--- config.mk ---
export PLATFORM = sky130hd
export DESIGN_NAME = barvinn_top
export DESIGN_NICKNAME = d
export VERILOG_FILES = /design/src/rtl/barvinn_top.sv
export SDC_FILE = /design/constraint.sdc
export NUM_CORES = 1
export LEC_CHECK = 0
export ABC_AREA = 0
export BUFFER_PORTS_ARGS = -buffer_cell sky130_fd_sc_hd__buf_2
export CAP_MARGIN = 10
export CORE_AREA = 2 2 279 281
export DETAILED_ROUTE_END_ITERATION = 16
export DIE_AREA = 0 0 281 283
export GPL_TIMING_DRIVEN = 0
export PLACE_DENSITY_LB_ADDON = 0.25
export REMOVE_ABC_BUFFERS = 1
export SLEW_MARGIN = 20
export SYNTH_ARGS = -nofsm -noshare
export SYNTH_HDL_FRONTEND = slang
export SYNTH_SLANG_ARGS = --single-unit
export TNS_END_PERCENT = 1
--- constraint.sdc ---
create_clock -name clk -period 2.4 [get_ports clk]
set_input_delay 0.24 -clock clk [delete_from_list [all_inputs] [get_ports clk]]
set_output_delay 0.24 -clock clk [all_outputs]
set_load 0.1 [all_outputs]
--- src/rtl/barvinn_top.sv ---
// barvinn_top: per-hart MVU CSR banks, job dispatch and completion interrupts.
//
// Each hart owns one MVU. A CSR access from the core carries the hart index,
// which selects the bank. Config registers drive the MVU buses directly.
// COMMAND launches a job with a one-cycle start pulse. STATUS tracks busy,
// the pending interrupt, the interrupt enable and a command-while-busy error.
//
// Handshake: there is no valid/ready flow control. csr_wr_en and csr_rd_en
// are single-cycle strobes that are always accepted; read data is registered
// and appears on csr_rdata exactly one cycle after the strobe.
// mvu_start and mvu_done are single-cycle pulses.
// Each bank exposes its job state (busy) through STATUS bit 1.
module barvinn_top #(
    parameter int N_HARTS = 8,
    parameter int HART_W  = 3,
    parameter int XLEN    = 32
) (
    input  logic                  clk,
    input  logic                  rst,
    input  logic                  csr_wr_en,
    input  logic                  csr_rd_en,
    input  logic [HART_W-1:0]     csr_hart,
    input  logic [11:0]           csr_addr,
    input  logic [XLEN-1:0]       csr_wdata,
    output logic [XLEN-1:0]       csr_rdata,
    output logic [N_HARTS-1:0]    mvu_start,
    output logic [N_HARTS*9-1:0]  mvu_wbaseaddr,
    output logic [N_HARTS*15-1:0] mvu_ibaseaddr,
    output logic [N_HARTS*15-1:0] mvu_obaseaddr,
    output logic [N_HARTS*6-1:0]  mvu_wprecision,
    output logic [N_HARTS*6-1:0]  mvu_iprecision,
    output logic [N_HARTS*6-1:0]  mvu_oprecision,
    output logic [N_HARTS*5-1:0]  mvu_quant_msbidx,
    output logic [N_HARTS*15-1:0] mvu_countdown,
    input  logic [N_HARTS-1:0]    mvu_done,
    output logic [N_HARTS-1:0]    irq
);

    localparam logic [11:0] A_WBASE  = 12'hF20;
    localparam logic [11:0] A_IBASE  = 12'hF21;
    localparam logic [11:0] A_OBASE  = 12'hF22;
    localparam logic [11:0] A_WPREC  = 12'hF23;
    localparam logic [11:0] A_IPREC  = 12'hF24;
    localparam logic [11:0] A_OPREC  = 12'hF25;
    localparam logic [11:0] A_QMSB   = 12'hF26;
    localparam logic [11:0] A_CNT    = 12'hF27;
    localparam logic [11:0] A_CMD    = 12'hF28;
    localparam logic [11:0] A_STATUS = 12'hF29;

    // Config banks, one entry per hart/MVU
    logic [8:0]  r_wbase [N_HARTS];
    logic [14:0] r_ibase [N_HARTS];
    logic [14:0] r_obase [N_HARTS];
    logic [5:0]  r_wprec [N_HARTS];
    logic [5:0]  r_iprec [N_HARTS];
    logic [5:0]  r_oprec [N_HARTS];
    logic [4:0]  r_qmsb  [N_HARTS];
    logic [14:0] r_cnt   [N_HARTS];

    // Status and dispatch state
    logic [N_HARTS-1:0] r_busy;
    logic [N_HARTS-1:0] r_irq_pend;
    logic [N_HARTS-1:0] r_irq_en;
    logic [N_HARTS-1:0] r_cmd_err;
    logic [N_HARTS-1:0] r_start;
    logic [XLEN-1:0]    r_rdata;

    // Per-bank write decode
    logic [N_HARTS-1:0] w_sel;
    logic [N_HARTS-1:0] w_cmd_wr;
    logic [N_HARTS-1:0] w_accept;
    logic [N_HARTS-1:0] w_cfg_wr;
    logic [N_HARTS-1:0] w_status_wr;
    logic [XLEN-1:0]    w_rd_mux;

    // Only field-width low bits of the write data are ever stored
    logic w_unused;
    assign w_unused = &{1'b0, csr_wdata[XLEN-1:15]};

    // Decode the single CSR write into per-bank strobes; a command is
    // accepted when idle or when the running job finishes this same cycle
    always_comb begin
        w_sel       = '0;
        w_cmd_wr    = '0;
        w_accept    = '0;
        w_cfg_wr    = '0;
        w_status_wr = '0;
        for (int h = 0; h < N_HARTS; h++) begin
            w_sel[h]       = csr_wr_en && (csr_hart == HART_W'(h));
            w_cmd_wr[h]    = w_sel[h] && (csr_addr == A_CMD);
            w_accept[h]    = w_cmd_wr[h] && (!r_busy[h] || mvu_done[h]);
            w_status_wr[h] = w_sel[h] && (csr_addr == A_STATUS);
            w_cfg_wr[h]    = w_sel[h] && !r_busy[h];
        end
    end

    // Config registers: writes are truncated and frozen while the MVU is busy
    always_ff @(posedge clk) begin
        if (rst) begin
            for (int h = 0; h < N_HARTS; h++) begin
                r_wbase[h] <= '0;
                r_ibase[h] <= '0;
                r_obase[h] <= '0;
                r_wprec[h] <= '0;
                r_iprec[h] <= '0;
                r_oprec[h] <= '0;
                r_qmsb[h]  <= '0;
                r_cnt[h]   <= '0;
            end
        end else begin
            for (int h = 0; h < N_HARTS; h++) begin
                if (w_cfg_wr[h]) begin
                    case (csr_addr)
                        A_WBASE: r_wbase[h] <= csr_wdata[8:0];
                        A_IBASE: r_ibase[h] <= csr_wdata[14:0];
                        A_OBASE: r_obase[h] <= csr_wdata[14:0];
                        A_WPREC: r_wprec[h] <= csr_wdata[5:0];
                        A_IPREC: r_iprec[h] <= csr_wdata[5:0];
                        A_OPREC: r_oprec[h] <= csr_wdata[5:0];
                        A_QMSB:  r_qmsb[h]  <= csr_wdata[4:0];
                        A_CNT:   r_cnt[h]   <= csr_wdata[14:0];
                        default: ;
                    endcase
                end
            end
        end
    end

    // Job dispatch, busy tracking and status bits; done-set beats write-clear
    always_ff @(posedge clk) begin
        if (rst) begin
            r_busy     <= '0;
            r_irq_pend <= '0;
            r_irq_en   <= '0;
            r_cmd_err  <= '0;
            r_start    <= '0;
        end else begin
            for (int h = 0; h < N_HARTS; h++) begin
                r_start[h] <= w_accept[h];

                if (w_accept[h]) begin
                    r_busy[h] <= 1'b1;
                end else if (mvu_done[h]) begin
                    r_busy[h] <= 1'b0;
                end

                if (mvu_done[h]) begin
                    r_irq_pend[h] <= 1'b1;
                end else if (w_status_wr[h] && csr_wdata[0]) begin
                    r_irq_pend[h] <= 1'b0;
                end

                if (w_status_wr[h]) begin
                    r_irq_en[h] <= csr_wdata[2];
                end

                if (w_cmd_wr[h] && !w_accept[h]) begin
                    r_cmd_err[h] <= 1'b1;
                end else if (w_status_wr[h] && csr_wdata[3]) begin
                    r_cmd_err[h] <= 1'b0;
                end
            end
        end
    end

    // Read mux over the selected bank, zero-extended; unmapped reads as 0
    always_comb begin
        w_rd_mux = '0;
        case (csr_addr)
            A_WBASE:  w_rd_mux = XLEN'(r_wbase[csr_hart]);
            A_IBASE:  w_rd_mux = XLEN'(r_ibase[csr_hart]);
            A_OBASE:  w_rd_mux = XLEN'(r_obase[csr_hart]);
            A_WPREC:  w_rd_mux = XLEN'(r_wprec[csr_hart]);
            A_IPREC:  w_rd_mux = XLEN'(r_iprec[csr_hart]);
            A_OPREC:  w_rd_mux = XLEN'(r_oprec[csr_hart]);
            A_QMSB:   w_rd_mux = XLEN'(r_qmsb[csr_hart]);
            A_CNT:    w_rd_mux = XLEN'(r_cnt[csr_hart]);
            A_STATUS: w_rd_mux = XLEN'({r_cmd_err[csr_hart], r_irq_en[csr_hart],
                                        r_busy[csr_hart], r_irq_pend[csr_hart]});
            default:  w_rd_mux = '0;
        endcase
    end

    // Registered read data reflects state before this cycle's write
    always_ff @(posedge clk) begin
        if (rst) begin
            r_rdata <= '0;
        end else begin
            r_rdata <= csr_rd_en ? w_rd_mux : '0;
        end
    end

    assign csr_rdata = r_rdata;
    assign mvu_start = r_start;
    assign irq       = r_irq_pend & r_irq_en;

    // Pack per-MVU config onto the flat buses, MVU0 in the LSBs
    for (genvar g = 0; g < N_HARTS; g++) begin : g_pack
        assign mvu_wbaseaddr[g*9 +: 9]     = r_wbase[g];
        assign mvu_ibaseaddr[g*15 +: 15]   = r_ibase[g];
        assign mvu_obaseaddr[g*15 +: 15]   = r_obase[g];
        assign mvu_wprecision[g*6 +: 6]    = r_wprec[g];
        assign mvu_iprecision[g*6 +: 6]    = r_iprec[g];
        assign mvu_oprecision[g*6 +: 6]    = r_oprec[g];
        assign mvu_quant_msbidx[g*5 +: 5]  = r_qmsb[g];
        assign mvu_countdown[g*15 +: 15]   = r_cnt[g];
    end

endmodule

==> impl_metrics.ini <==
[timing]
setup_tns_ns = -0.0743
period_needed_ns = 2.43
max_freq_mhz = 412
slew_headroom_pct = 23.9
skew_ns = 0.0307
slew_viol_final = 0
finalHoldViolCount = 0
tightest_slew_ns = 1.14
worst_slack_ns = -0.0289
rsz0062_at_grt = yes
post-route-period-util_pct = 101
setup_violations = 8

[yosys]
yosysWarnings = 0
synth_seq_area_share_pct = 68.1
synth_edf_count = 616
async_reset_ff_share_pct = 0
synth_cell_types = 50
synth.top_cell.area_share_pct = 64.3
syn_avg_cell_area_um2 = 14.6
syn_area_um2 = 28800
synth_ff_type = edfxtp_1
synth_top_cell_by_area = edfxtp_1
netlist_top_cells_area = edfxtp_1 64%, mux4_2 12%, nor2_1 6.5%, dfxtp_1 3.8%, nand2_1 1.4%
synthCells = 1974
yosys_register_bits = 671

[power_and_ir_drop]
p_sw_w = 0.0117
p_sw_share_pct = 35.1
irDropWorstVdd_mv = 0.836
comb_power_share_pct = 22.4
p_seq_share_pct = 41.6
power_w = 0.0333
power_density_nw_per_um2 = 908
p_leak_nw = 13.9
power.internal_w = 0.0216
power_frac_clock_pct = 36.0

[global_route]
grt_max_degree = 71
gr-total-overflow = 0
grt_pass1_wl_mm = 170
antenna_found_initial = 3
grt_usage_pct = 30.9
grt_pass1_vias = 21200

[clock_network]
cts_root_buf = clkbuf_16
h-tree-depth = 3
numCtsBuffers = 75
clkTransAtPathRegs_ns = 0.06
cts_sinks = 671
clk_path_buf_depth = 3
cts_tree = built
clock_latency_ns = 0.65

[layout]
instances_no_fill = 3745
design_area_um2 = 36700
antenna_cells = 0
fill_cells = 6856
final_cell_mix = 684 x buf_2, 616 x edfxtp_1, 493 x nor2_1
layout_commonest_cell = buf_2
final_nets = 2705
drive_gt1_share_pct = 41.0
syn_to_final_growth_pct = 27.6

[worst_setup_path]
cp.required_ns = 2.89
crit_path_cell_trace = buf_2, or4b_4, nor3_4, and2_2, a221oi_1, o22ai_1, nor2b_1
endpoint_kind = flop
cp-start-kind = input port
crit_family = simple AND/OR/NAND/NOR gates
crit_slowest_cell = or4b_4
worstPathMaxFanout = 15
cp.buffers_inverters = 1
critPathArrivalTime_ns = 2.92
crit_path_max_incr_delay_ns = 0.68
crit_type = input port to flop

[outcome]
status = finished, violations left
violations = negative setup slack

[die]
die_area_um2 = 79500
coreArea_um2 = 76700
die_w_um = 281
row_count = 102
die_h_um = 283
ios = 723
start_util_pct = 37.5

[route]
antenna_left = 0
post_drt_wl_per_cell_um = 33.4
wl_mm = 125
drt_iter0_drc = 2707
drc_errors = 0
vias_per_cell = 5.66
via_count = 21200
drtPass1Iterations = 7

[placement]
port_buffers = 688
gp_congestion = 0.934
postPlaceCellArea_um2 = 33400
dp.cells = 3571
dpl.hpwl_mm = 91.4
place_ws_ns = -2.80

[hold_path]
hp-class = input port to flop

[job]
maxCapViolations = 0
[cell usage after synthesis, drive strengths merged, types with 3 or more instances]
master and instances:
mux2i 38, a31oi 4, inv 18, and2 12, edfxtp 616, a22o 4, nand2 110, or2 3
a21oi 43, mux2 6, nor3 26, a221o 6, a22oi 5, dfxtp 55, nor4 7, nor2 495
mux4 159, nor2b 16, clkbuf 91, buf 78, a211oi 3, a2111oi 3, nand3 21, o22ai 15
nand2b 63, a21o 23, or3 7, o21ai 16, a221oi 13, nand4 3
[tightest hold or removal path: stages]
cell and delay (ns):
buf_2 0.18, nand3_1 0.09, a21oi_1 0.06, nor2_1 0.07
[per-layer routing]
metal,part of all wire (%),GRT usage (%)
met1,36,38.0
met2,50,52.6
met4,3.4,9.69
met5,0.0056,0
met3,10,8.54
[state kept, by name (all words and copies together), names as in the netlist]
name,count
r_qmsb,40
r_cnt,120
r_cmd_err,8
r_irq_pend,8
r_wbase,72
r_busy,8
csr_rdata,15
mvu_start,8
r_iprec,48
r_ibase,120
r_oprec,48
r_wprec,48
r_obase,120
r_irq_en,8
[path summary, 6_finish.rpt]
check / startpoint / end / cells past startpoint / slack, ns
max reg2reg: r_obase[6][2]$_DFFE_PP_ / csr_rdata[2]$_SDFF_PP0_ / 5 / 0.10
max: csr_addr[4] / csr_rdata[13]$_SDFF_PP0_ / 7 / -0.03
min reg2reg: r_cmd_err[0]$_SDFFE_PP0P_ / r_cmd_err[0]$_SDFFE_PP0P_ / 2 / 0.48
min: csr_wdata[0] / r_irq_pend[7]$_SDFFE_PP0P_ / 4 / 0.06
[metrics by stage]
| step | utilization (%) | hold slack, ns |
|---|---|---|
| after floorplan | - | 0.309 |
| after global placement | 42.8 | 0.463 |
| after detailed placement | 43.5 | 0.477 |
| after CTS | 47.8 | 0.00866 |
| after global routing | 47.9 | 0.0546 |
| final | 47.9 | 0.0608 |
[cells by family after synthesis]
family | count (synthesis) | share of synthesized area [%]
AOI/OAI and AO/OA | 144 | 3.35
muxes | 203 | 14.0
buffers and inverters | 187 | 3.00
DFF | 671 | 68.1
and+or+nand+nor | 768 | 11.6
other | 1 | 0.0130
[cell type report]
| cell class | instances | area [um2] | share of cell area, % |
|---|---|---|---|
| Tap cell | 1040 | 1300 | 3.54 |
| Clock inverter | 46 | 588 | 1.60 |
| Sequential cell | 671 | 19600 | 53.4 |
| Timing Repair Buffer | 748 | 4350 | 11.8 |
| Clock buffer | 90 | 1960 | 5.35 |
| Multi-Input combinational cell | 1132 | 8840 | 24.1 |
| Inverter | 18 | 86.3 | 0.235 |
[power groups by stage]
stage / Sequential, W / Combinational [W] / Clock (W)
final: 0.0139 / 0.00748 / 0.0120
after global placement: 0.0141 / 0.00738 / 0
after global routing: 0.0139 / 0.00759 / 0.0125
after floorplan: 0.0185 / 0.00107 / 0
after CTS: 0.0138 / 0.00748 / 0.0121
after detailed placement: 0.0141 / 0.00739 / 0
[what timing repair did]
action | in CTS | in global routing
hold buffers | 10 | 0
endpoints found under the hold margin | 37 | 0
setup endpoints to repair | 1008 | 266
setup buffers | 23 | 5
pin swaps | 6 | 1
gates resized for setup | 86 | 10
Power figures use the tool's default switching activity.
